<file path="config.mk">
export PLATFORM = sky130hd
export DESIGN_NAME = dispatch_scheduler_flat
export DESIGN_NICKNAME = d
export VERILOG_FILES = /design/src/rtl/dispatch_scheduler_if.sv /design/src/rtl/dispatch_scheduler.sv /design/src/flat_wrapper.sv
export SDC_FILE = /design/constraint.sdc
export NUM_CORES = 1
export LEC_CHECK = 0
export BUFFER_PORTS_ARGS = -buffer_cell sky130_fd_sc_hd__buf_2
export CAP_MARGIN = 20
export CORE_MARGIN = 2
export CORE_UTILIZATION = 52
export DETAILED_ROUTE_END_ITERATION = 10
export GPL_TIMING_DRIVEN = 1
export PLACE_DENSITY = 0.74
export SETUP_SLACK_MARGIN = 0.2
export SLEW_MARGIN = 15
export SYNTH_ARGS = -nofsm -noshare
export SYNTH_HDL_FRONTEND = slang
export SYNTH_SLANG_ARGS = --single-unit
export TNS_END_PERCENT = 5
</file>
<file path="constraint.sdc">
create_clock -name clk -period 3.7 [get_ports clk]
set_input_delay 0.185 -clock clk [delete_from_list [all_inputs] [get_ports clk]]
set_output_delay 0.185 -clock clk [all_outputs]
set_load 0.03 [all_outputs]
</file>
<file path="src/rtl/dispatch_scheduler_if.sv">
// Dispatch bundle between the decode/rename register, the reservation stations
// and the credit-based dispatch scheduler.
interface dispatch_scheduler_if;
    logic        flush;
    logic        in_valid_1;
    logic [1:0]  rs_num_1;
    logic        in_valid_2;
    logic [1:0]  rs_num_2;
    logic        rel_alu;
    logic        rel_sfu;
    logic        rel_bru;
    logic        rel_agu;
    logic        disp_fire_1;
    logic        disp_fire_2;
    logic        in_ready;
    logic        half_done;
    logic        credit_err;
    logic [31:0] stall_cnt;

    modport master (
        output flush, in_valid_1, rs_num_1, in_valid_2, rs_num_2,
        output rel_alu, rel_sfu, rel_bru, rel_agu,
        input  disp_fire_1, disp_fire_2, in_ready, half_done, credit_err, stall_cnt
    );

    modport slave (
        input  flush, in_valid_1, rs_num_1, in_valid_2, rs_num_2,
        input  rel_alu, rel_sfu, rel_bru, rel_agu,
        output disp_fire_1, disp_fire_2, in_ready, half_done, credit_err, stall_cnt
    );
endinterface

</file>
<file path="src/rtl/dispatch_scheduler.sv">
// Credit-based in-order dispatch of a two-slot decode pair into the ALU, SFU,
// BRU and AGU reservation stations, with pair splitting when only slot 1 fits.
module dispatch_scheduler #(
    parameter int ALU_DEPTH = 16,
    parameter int SFU_DEPTH = 8,
    parameter int BRU_DEPTH = 8,
    parameter int AGU_DEPTH = 8,
    parameter int CW        = 5
) (
    input  logic                 clk,
    input  logic                 reset,
    dispatch_scheduler_if.slave  bus
);

    localparam int NW = CW + 2;

    typedef enum logic {
        NORMAL = 1'b0,
        HALF   = 1'b1
    } state_t;

    state_t          state;
    state_t          state_nxt;
    logic [CW-1:0]   cred     [4];
    logic [CW-1:0]   cred_nxt [4];
    logic [NW-1:0]   sum      [4];
    logic [1:0]      fires    [4];
    logic [3:0]      over;
    logic [3:0]      rel;
    logic [CW-1:0]   c1;
    logic [CW-1:0]   c2;
    logic [CW-1:0]   need2;
    logic            f1;
    logic            f2;
    logic            ready;
    logic            stall_inc;
    logic            credit_err_q;
    logic [31:0]     stall_q;

    function automatic logic [CW-1:0] depth_of(input logic [1:0] x);
        logic [CW-1:0] d;
        case (x)
            2'd0:    d = CW'(ALU_DEPTH);
            2'd1:    d = CW'(SFU_DEPTH);
            2'd2:    d = CW'(BRU_DEPTH);
            default: d = CW'(AGU_DEPTH);
        endcase
        return d;
    endfunction

    // Clamp an updated credit count to the station depth.
    function automatic logic [CW-1:0] sat_credit(input logic [NW-1:0] val,
                                                 input logic [CW-1:0] depth);
        logic [CW-1:0] r;
        if (val > NW'(depth))
            r = depth;
        else
            r = val[CW-1:0];
        return r;
    endfunction

    assign rel = {bus.rel_agu, bus.rel_bru, bus.rel_sfu, bus.rel_alu};

    always_comb begin
        f1    = 1'b0;
        f2    = 1'b0;
        ready = 1'b0;
        c1    = cred[bus.rs_num_1];
        c2    = cred[bus.rs_num_2];
        // Both slots targeting one station need two free entries.
        need2 = (bus.rs_num_1 == bus.rs_num_2) ? CW'(2) : CW'(1);
        if (state == NORMAL) begin
            f1    = bus.in_valid_1 && (c1 >= CW'(1));
            f2    = bus.in_valid_2 &&
                    (bus.in_valid_1 ? (f1 && (c2 >= need2)) : (c2 >= CW'(1)));
            ready = (!bus.in_valid_1 || f1) && (!bus.in_valid_2 || f2);
        end else begin
            f2    = bus.in_valid_2 && (c2 >= CW'(1));
            ready = !bus.in_valid_2 || f2;
        end
        if (reset || bus.flush) begin
            f1    = 1'b0;
            f2    = 1'b0;
            ready = 1'b0;
        end
    end

    always_comb begin
        state_nxt = state;
        case (state)
            NORMAL:  if (f1 && bus.in_valid_2 && !f2) state_nxt = HALF;
            HALF:    if (f2) state_nxt = NORMAL;
            default: state_nxt = NORMAL;
        endcase
    end

    always_comb begin
        for (int i = 0; i < 4; i++) begin
            fires[i]    = {1'b0, f1 && (bus.rs_num_1 == 2'(i))} +
                          {1'b0, f2 && (bus.rs_num_2 == 2'(i))};
            sum[i]      = NW'(cred[i]) + NW'(rel[i]) - NW'(fires[i]);
            over[i]     = sum[i] > NW'(depth_of(2'(i)));
            cred_nxt[i] = sat_credit(sum[i], depth_of(2'(i)));
        end
    end

    assign stall_inc = (bus.in_valid_1 || bus.in_valid_2) && !ready && !bus.flush;

    always_ff @(posedge clk or posedge reset) begin
        if (reset) begin
            state        <= NORMAL;
            credit_err_q <= 1'b0;
            stall_q      <= '0;
            for (int i = 0; i < 4; i++) cred[i] <= depth_of(2'(i));
        end else if (bus.flush) begin
            // Releases in the flush cycle are dropped: every station is empty.
            state <= NORMAL;
            for (int i = 0; i < 4; i++) cred[i] <= depth_of(2'(i));
        end else begin
            state        <= state_nxt;
            credit_err_q <= credit_err_q | (|over);
            stall_q      <= stall_q + {31'd0, stall_inc};
            for (int i = 0; i < 4; i++) cred[i] <= cred_nxt[i];
        end
    end

    assign bus.disp_fire_1 = f1;
    assign bus.disp_fire_2 = f2;
    assign bus.in_ready    = ready;
    assign bus.half_done   = (state == HALF) && !reset;
    assign bus.credit_err  = credit_err_q;
    assign bus.stall_cnt   = stall_q;

endmodule

</file>
<file path="src/flat_wrapper.sv">
// flat-port wrapper written by rule: the top's interface ports become plain ports
module dispatch_scheduler_flat 
#(
    parameter int ALU_DEPTH = 16,
    parameter int SFU_DEPTH = 8,
    parameter int BRU_DEPTH = 8,
    parameter int AGU_DEPTH = 8,
    parameter int CW        = 5
)
  (clk, reset, bus_flush, bus_in_valid_1, bus_rs_num_1, bus_in_valid_2, bus_rs_num_2, bus_rel_alu, bus_rel_sfu, bus_rel_bru, bus_rel_agu, bus_disp_fire_1, bus_disp_fire_2, bus_in_ready, bus_half_done, bus_credit_err, bus_stall_cnt);
  dispatch_scheduler_if bus_i ();
  input  logic clk;
  input  logic reset;
  input wire logic [$bits(bus_i.flush)-1:0] bus_flush;
  input wire logic [$bits(bus_i.in_valid_1)-1:0] bus_in_valid_1;
  input wire logic [$bits(bus_i.rs_num_1)-1:0] bus_rs_num_1;
  input wire logic [$bits(bus_i.in_valid_2)-1:0] bus_in_valid_2;
  input wire logic [$bits(bus_i.rs_num_2)-1:0] bus_rs_num_2;
  input wire logic [$bits(bus_i.rel_alu)-1:0] bus_rel_alu;
  input wire logic [$bits(bus_i.rel_sfu)-1:0] bus_rel_sfu;
  input wire logic [$bits(bus_i.rel_bru)-1:0] bus_rel_bru;
  input wire logic [$bits(bus_i.rel_agu)-1:0] bus_rel_agu;
  output wire logic [$bits(bus_i.disp_fire_1)-1:0] bus_disp_fire_1;
  output wire logic [$bits(bus_i.disp_fire_2)-1:0] bus_disp_fire_2;
  output wire logic [$bits(bus_i.in_ready)-1:0] bus_in_ready;
  output wire logic [$bits(bus_i.half_done)-1:0] bus_half_done;
  output wire logic [$bits(bus_i.credit_err)-1:0] bus_credit_err;
  output wire logic [$bits(bus_i.stall_cnt)-1:0] bus_stall_cnt;
  assign bus_i.flush = bus_flush;
  assign bus_i.in_valid_1 = bus_in_valid_1;
  assign bus_i.rs_num_1 = bus_rs_num_1;
  assign bus_i.in_valid_2 = bus_in_valid_2;
  assign bus_i.rs_num_2 = bus_rs_num_2;
  assign bus_i.rel_alu = bus_rel_alu;
  assign bus_i.rel_sfu = bus_rel_sfu;
  assign bus_i.rel_bru = bus_rel_bru;
  assign bus_i.rel_agu = bus_rel_agu;
  assign bus_disp_fire_1 = bus_i.disp_fire_1;
  assign bus_disp_fire_2 = bus_i.disp_fire_2;
  assign bus_in_ready = bus_i.in_ready;
  assign bus_half_done = bus_i.half_done;
  assign bus_credit_err = bus_i.credit_err;
  assign bus_stall_cnt = bus_i.stall_cnt;
  dispatch_scheduler #(.ALU_DEPTH(ALU_DEPTH), .SFU_DEPTH(SFU_DEPTH), .BRU_DEPTH(BRU_DEPTH), .AGU_DEPTH(AGU_DEPTH), .CW(CW)) u_core (.clk(clk), .reset(reset), .bus(bus_i));
endmodule
</file>
* After elaboration in Yosys (flattened, before gate mapping)
Index checks and enable logic that the tools add are counted.
Storage, ports and cells: register bits after elaboration 54, latch bits 0, RAM bits 0, ROM bits 0, input port bits 13, output and inout bits 37, logic and storage cells 95, memories kept 0
Cells by class: add/sub/neg operators 13, $mul 0, divide/modulo/power cells 0, order comparisons 9, eq/ne operators 7, shift-type cells 0, multiplexer cells 23, bitwise operators 4, reduce and logical (&&, ||, !) cells 32
Operator list (number):
- 5-bit 2-to-1 mux | 8
- 32-bit by 1-bit adder with 32-bit output | 1
- 7-bit by 2-bit subtractor with 7-bit output | 4
- 5-bit by 1-bit adder with 6-bit output | 4
- 7-bit by 4-bit > comparator with 1-bit output (second input constant) | 3
- 5-bit binary-select mux with 2-bit select | 2
- 20-bit 2-to-1 mux | 1
- 1-bit logical AND | 18
- 5-bit by 1-bit greater-or-equal comparator with 1-bit output (second input constant) | 2
- 1-bit 2-to-1 mux | 10
- 1-bit by 1-bit adder with 2-bit output | 4
- 2-bit == test (second input constant) | 4
- 7-bit by 5-bit > comparator with 1-bit output (second input constant) | 1
- 3-bit greater-or-equal comparator (second input constant) | 2
- 1-bit logical NOT | 6
- 2-bit NOT with 3-bit output | 2
- 5-bit greater-or-equal comparator | 1
- 1-bit logical OR | 5
- 2-bit by 1-bit == test with 1-bit output (second input constant) | 2
- 2-bit logical NOT | 2
- 4-bit OR reduction | 1
- 2-bit == test | 1
- 2-bit 2-to-1 mux | 1
- 1-bit one-hot mux with 2 select lines | 1
- other kinds (2) | 2

* Depth between registers and ports, before layout
depth after elaboration 17, mapped depth 18, mapped depth without buffers 17

* Worst setup path before layout
No wires, ideal clock.
kind reg2reg, from reg u_core.cred[6] (netlist name), to reg u_core.cred[17] (netlist name), library setup time 0.078 ns, arrival time 3.828 ns, required time 3.622 ns, slack -0.206 ns, cell stages (with the launch flop) 15, path buffers 0, clock period less this slack 3.906 ns, path through dfrtp_1 -> mux4_2 -> ha_1 -> a211o_1 -> a21boi_4 -> nor3_4 -> or3b_1 -> fa_1 -> inv_1 -> ha_1 -> a31oi_1 -> nor2_1 -> a31oi_1 -> or4_1 -> a21oi_1
Between the ends: longest elaborated chain between the ends 16, elaborated cells between the ends (all ways) 25, classes of those cells add/sub (2); order compare (4); mux (13); reduce/logical (6)
RTL lines:
- from (decl) | line dispatch_scheduler.sv:24 | logic [CW-1:0] cred [4];
- 5-bit binary-select mux with 2-bit select | line dispatch_scheduler.sv:68 | c1 = cred[bus.rs_num_1];
- 5-bit 2-to-1 mux (implied by the code) (2 in a row) | line dispatch_scheduler.sv:68
- 5-bit by 1-bit greater-or-equal comparator with 1-bit output | line dispatch_scheduler.sv:73 | f1 = bus.in_valid_1 && (c1 >= CW'(1));
- 1-bit logical AND | line dispatch_scheduler.sv:73
- 1-bit logical AND | line dispatch_scheduler.sv:75 | (bus.in_valid_1 ? (f1 && (c2 >= need2)) : (c2 >= CW'(1)));
- 1-bit 2-to-1 mux | line dispatch_scheduler.sv:75
- 1-bit logical AND | line dispatch_scheduler.sv:74 | f2 = bus.in_valid_2 &&
- 1-bit 2-to-1 mux * | line dispatch_scheduler.sv:72 | if (state == NORMAL) begin
- 1-bit 2-to-1 mux * | line dispatch_scheduler.sv:81 | if (reset || bus.flush) begin
- via bus_disp_fire_2 | line flat_wrapper.sv:24 | output wire logic [$bits(bus_i.disp_fire_2)-1:0] bus_disp_fire_2;
- 1-bit logical AND * | line dispatch_scheduler.sv:100 | {1'b0, f2 && (bus.rs_num_2 == 2'(i))};
- 1-bit by 1-bit adder with 2-bit output * | line dispatch_scheduler.sv:99 | fires[i] = {1'b0, f1 && (bus.rs_num_1 == 2'(i))} +
- 7-bit by 2-bit subtractor with 7-bit output * | line dispatch_scheduler.sv:101 | sum[i] = NW'(cred[i]) + NW'(rel[i]) - NW'(fires[i]);
- 7-bit by 5-bit > comparator with 1-bit output | line dispatch_scheduler.sv:55 | if (val > NW'(depth))
- 5-bit 2-to-1 mux * | line dispatch_scheduler.sv:55
- 20-bit 2-to-1 mux * | line dispatch_scheduler.sv:115 | end else if (bus.flush) begin
Mark *: on every way through the listed nets, which the timed path passes. The rest lies on a longest branch. The select of a mux whose other input is x is not followed. A chain may end at the register's enable or synchronous reset.

* Worst setup path after layout
from reg u_core.cred[1] (netlist name), to reg u_core.cred[17] (netlist name)
Between the ends: longest elaborated chain between the ends 16, elaborated cells between the ends (all ways) 25, classes of those cells add/sub (2); order compare (4); mux (13); reduce/logical (6)
RTL lines (line):
- 5-bit binary-select mux with 2-bit select | dispatch_scheduler.sv:68
- 5-bit 2-to-1 mux (implied by the code) (2 in a row) | dispatch_scheduler.sv:68
- 5-bit by 1-bit greater-or-equal comparator with 1-bit output | dispatch_scheduler.sv:73
- 1-bit logical AND | dispatch_scheduler.sv:73
- 1-bit logical AND | dispatch_scheduler.sv:75
- 1-bit 2-to-1 mux | dispatch_scheduler.sv:75
- 1-bit logical AND | dispatch_scheduler.sv:74
- 1-bit 2-to-1 mux | dispatch_scheduler.sv:72
- 1-bit 2-to-1 mux | dispatch_scheduler.sv:81
- 1-bit logical AND | dispatch_scheduler.sv:100
- 1-bit by 1-bit adder with 2-bit output * | dispatch_scheduler.sv:99
- 7-bit by 2-bit subtractor with 7-bit output * | dispatch_scheduler.sv:101
- 7-bit by 5-bit > comparator with 1-bit output | dispatch_scheduler.sv:55
- 5-bit 2-to-1 mux * | dispatch_scheduler.sv:55
- 20-bit 2-to-1 mux * | dispatch_scheduler.sv:115
Mark *: on every way between the ends. The rest lies on a longest branch, timed or not. The select of a mux whose other input is x is not followed.

==> qor.yml <==
outcome:
  status: "complete, but fails checks"
  violations: "design-rule violations"
critical_path:
  crit_required_ps: 3950
  arrival_ps: 3910
  path_max_fanout: 6
  setup.worst_path.end_class: "flip-flop"
  crit_chain: "mux4_2 -> ha_4 -> a211o_1 -> a21boi_4 -> nor3_4 -> or3b_4 -> fa_2 -> inv_2 -> ha_4 -> a31oi_1 -> nor2_1 -> a31oi_2 -> or4_4 -> a21oi_2"
  slowest_stage: "mux4_2"
  slowest_delay_ps: 520
  cpMostUsedCell: "ha_4"
  crit_path_start_kind: "flip-flop"
  criticalPathCategory: "flip-flop to flip-flop"
sta:
  finalCriticalPeriod_ps: 3662
  hold_slack_ps: 217.7
  layout_setup_ws_ps: 37.63
  max_freq_mhz: 273.0
  tns_ps: 0
  finalMaxSlewViolations: 0
  tightest_slew_ps: 482.2
  hold_viol_final: 0
  maxSlewHeadroom_pct: 67.02
  min_period_over_period_pct: 98.98
  setup_violations: 0
  finClkSkew_ps: 7.325
  grt_setup_unrepaired: "yes"
route:
  drtIter0Drc: 120
  dr.pass1.iters: 7
  final_antenna_net_count: 0
  viasPerCell: 5.710
  wirelength_um: 8025
  vias: 2895
  drc: 2
  route.met3.wl_um: 426
  wl_per_cell_um: 15.83
  wl_met2_um: 3853
  met1_length_um: 3587
  routed.top_layer: "met4"
pwr:
  power_mw: 1.337
  ir_drop_mv: 0.2253
  leakagePower_nw: 1.942
  power-per-cell-area_nw_per_um2: 312.8
global_route:
  grt_first_pass_wirelength_um: 13150
  grt_pass1_vias: 2832
  grtUsageTotal_pct: 22.55
  grt_antenna_before_repair: 0
  grt_remaining_overflow: 0
  grt_max_degree: 32
cts:
  clock-sinks: 54
  clkTransAtPathRegs_ps: 100
  cts_root_buf: "clkbuf_8"
  htreeDepth: 2
  tritoncts: "done"
  cts_inserted_buffers: 5
  cts_buffer_depth: 2
  insertion_delay_ps: 310
place:
  dp_hpwl_um: 5929
  place.gp.congestion: 1.000
  dp.cells: 496
  io_buffers: 49
  place_ws_ps: -29.82
  placed_area_um2: 3963
cells_and_area:
  final_area_um2: 4275
  utilization_pct: 66.57
  fin_cells: 507
  drive_above_1_share_pct: 32.56
  fin_nets: 462
  num_antenna_cells: 0
  syn_to_final_growth_pct: 23.00
floorplanning:
  io_pins: 50
  die_area_um2: 7354
  die_h_um: 85.76
  coreArea_um2: 6422
  die_w_um: 85.76
  core.rowCount: 29
  start_util_pct: 54.12
synthesis:
  ys_types: 57
  synth_edf_count: 0
  synthFlopType: "dfrtp_1"
  syn_area_um2: 3476
  ys_seq_area_share_pct: 39.02
  syn_avg_cell_area_um2: 9.791
  synthCells: 355
  async_flop_share_pct: 100.0
  yosysWarnings: 0
  ys_seq_elements: 54
hold_path:
  hp-class: "primary input to flip-flop"
flow_run:
  maxCapViolations: 0
-- synth_stat cells (all sizes together) (6+ instances only) --
library cell,n,share of area [%]
o21ai,6,0.86
xnor2,33,8.3
and4,7,1.8
dfrtp,50,36
inv,17,1.8
and2,6,1.2
nand3,19,2.7
ha,16,5.8
a21oi,9,1.3
nand2,34,3.7
and3,7,1.3
xor2,18,4.5
nor3,19,3.1
nor2,22,2.4
-- where the power goes --
part	switching (mW)	total [mW]	internal [mW]
Combinational	0.175	0.288	0.113
Clock	0.197	0.399	0.202
Sequential	0.0311	0.651	0.620
-- routing by layer --
metal,vias up,GRT usage (%)
met1,1399,29.91
met5,-,0
li1,1400,-
met3,15,4.042
met4,0,7.648
met2,81,37.50
-- flip-flops by register name, indices dropped and copies added (netlist names) --
| name | cells |
|---|---|
| u_core.bus.credit_err | 1 |
| u_core.bus.stall_cnt | 32 |
| u_core.cred | 20 |
| u_core.state | 1 |
-- final timing paths --
kind	depth (start not counted)	slack, ps	from	end
max	14	40	u_core.cred[1]	u_core.cred[17]
min	3	220	bus_in_valid_2	u_core.state
max in group asynchronous	4	2360	reset	u_core.cred[19]
min in group asynchronous	3	520	reset	u_core.cred[7]
min reg2reg	1	490	u_core.bus.stall_cnt[22]	u_core.bus.stall_cnt[22]
max reg2reg	14	40	u_core.cred[1]	u_core.cred[17]
-- worst max-delay path, delay by kind of cell, from the launching register on --
| family | cells | cell delay (ps) |
|---|---|---|
| simple gates | 4 | 1220 |
| fa+ha+maj | 3 | 820 |
| compound gates | 5 | 530 |
| mux | 1 | 520 |
| flops | 1 | 410 |
| buf+inv | 1 | 80 |
-- cells by family after synthesis --
family,synth area share (%)
adders and majority gates,8.063
buffers and inverters,3.131
other,0.1079
DFF,39.02
muxes,2.880
AOI/OAI and AO/OA,9.071
and+or+nand+nor,24.87
xor gates and xnor gates,12.85
-- cell usage in the layout (no fill, tap or decap), types with 3 or more instances in the layout --
| master | count |
|---|---|
| a2111o_1 | 3 |
| a21oi_1 | 8 |
| a31oi_2 | 3 |
| and2_1 | 5 |
| and3_1 | 6 |
| and4_1 | 5 |
| buf_2 | 49 |
| buf_4 | 24 |
| clkbuf_8 | 5 |
| conb_1 | 3 |
| dfrtp_1 | 50 |
| dfstp_2 | 4 |
| fa_2 | 3 |
| ha_1 | 11 |
| ha_4 | 4 |
| inv_1 | 13 |
| inv_2 | 4 |
| mux4_2 | 3 |
| nand2_1 | 33 |
| nand2b_1 | 5 |
| nand3_1 | 19 |
| nand3b_1 | 5 |
| nand4_1 | 5 |
| nor2_1 | 17 |
| nor2_2 | 5 |
| nor2b_1 | 4 |
| nor3_1 | 14 |
| nor3_2 | 4 |
| o21ai_0 | 5 |
| or3_1 | 3 |
| xnor2_1 | 30 |
| xnor2_2 | 3 |
| xor2_1 | 18 |
-- cell type report --
class,instances,area (µm²)
clock buffers,6,72.57
clock inverters,2,37.54
fillers,495,2147
inverters,17,63.81
multi-input cells,277,2213
flip-flops and latches,54,1356
well taps,77,96.34
repair buffers,74,435.4
-- repair_timing --
action	in CTS	in global routing
endpoints found under the setup margin	19	38
pin swaps	4	20
resized for setup	11	32
buffers inserted	1	1
hold buffers	1	0
endpoints found under the hold margin	21	0
(Power assumes the default switching activity.)
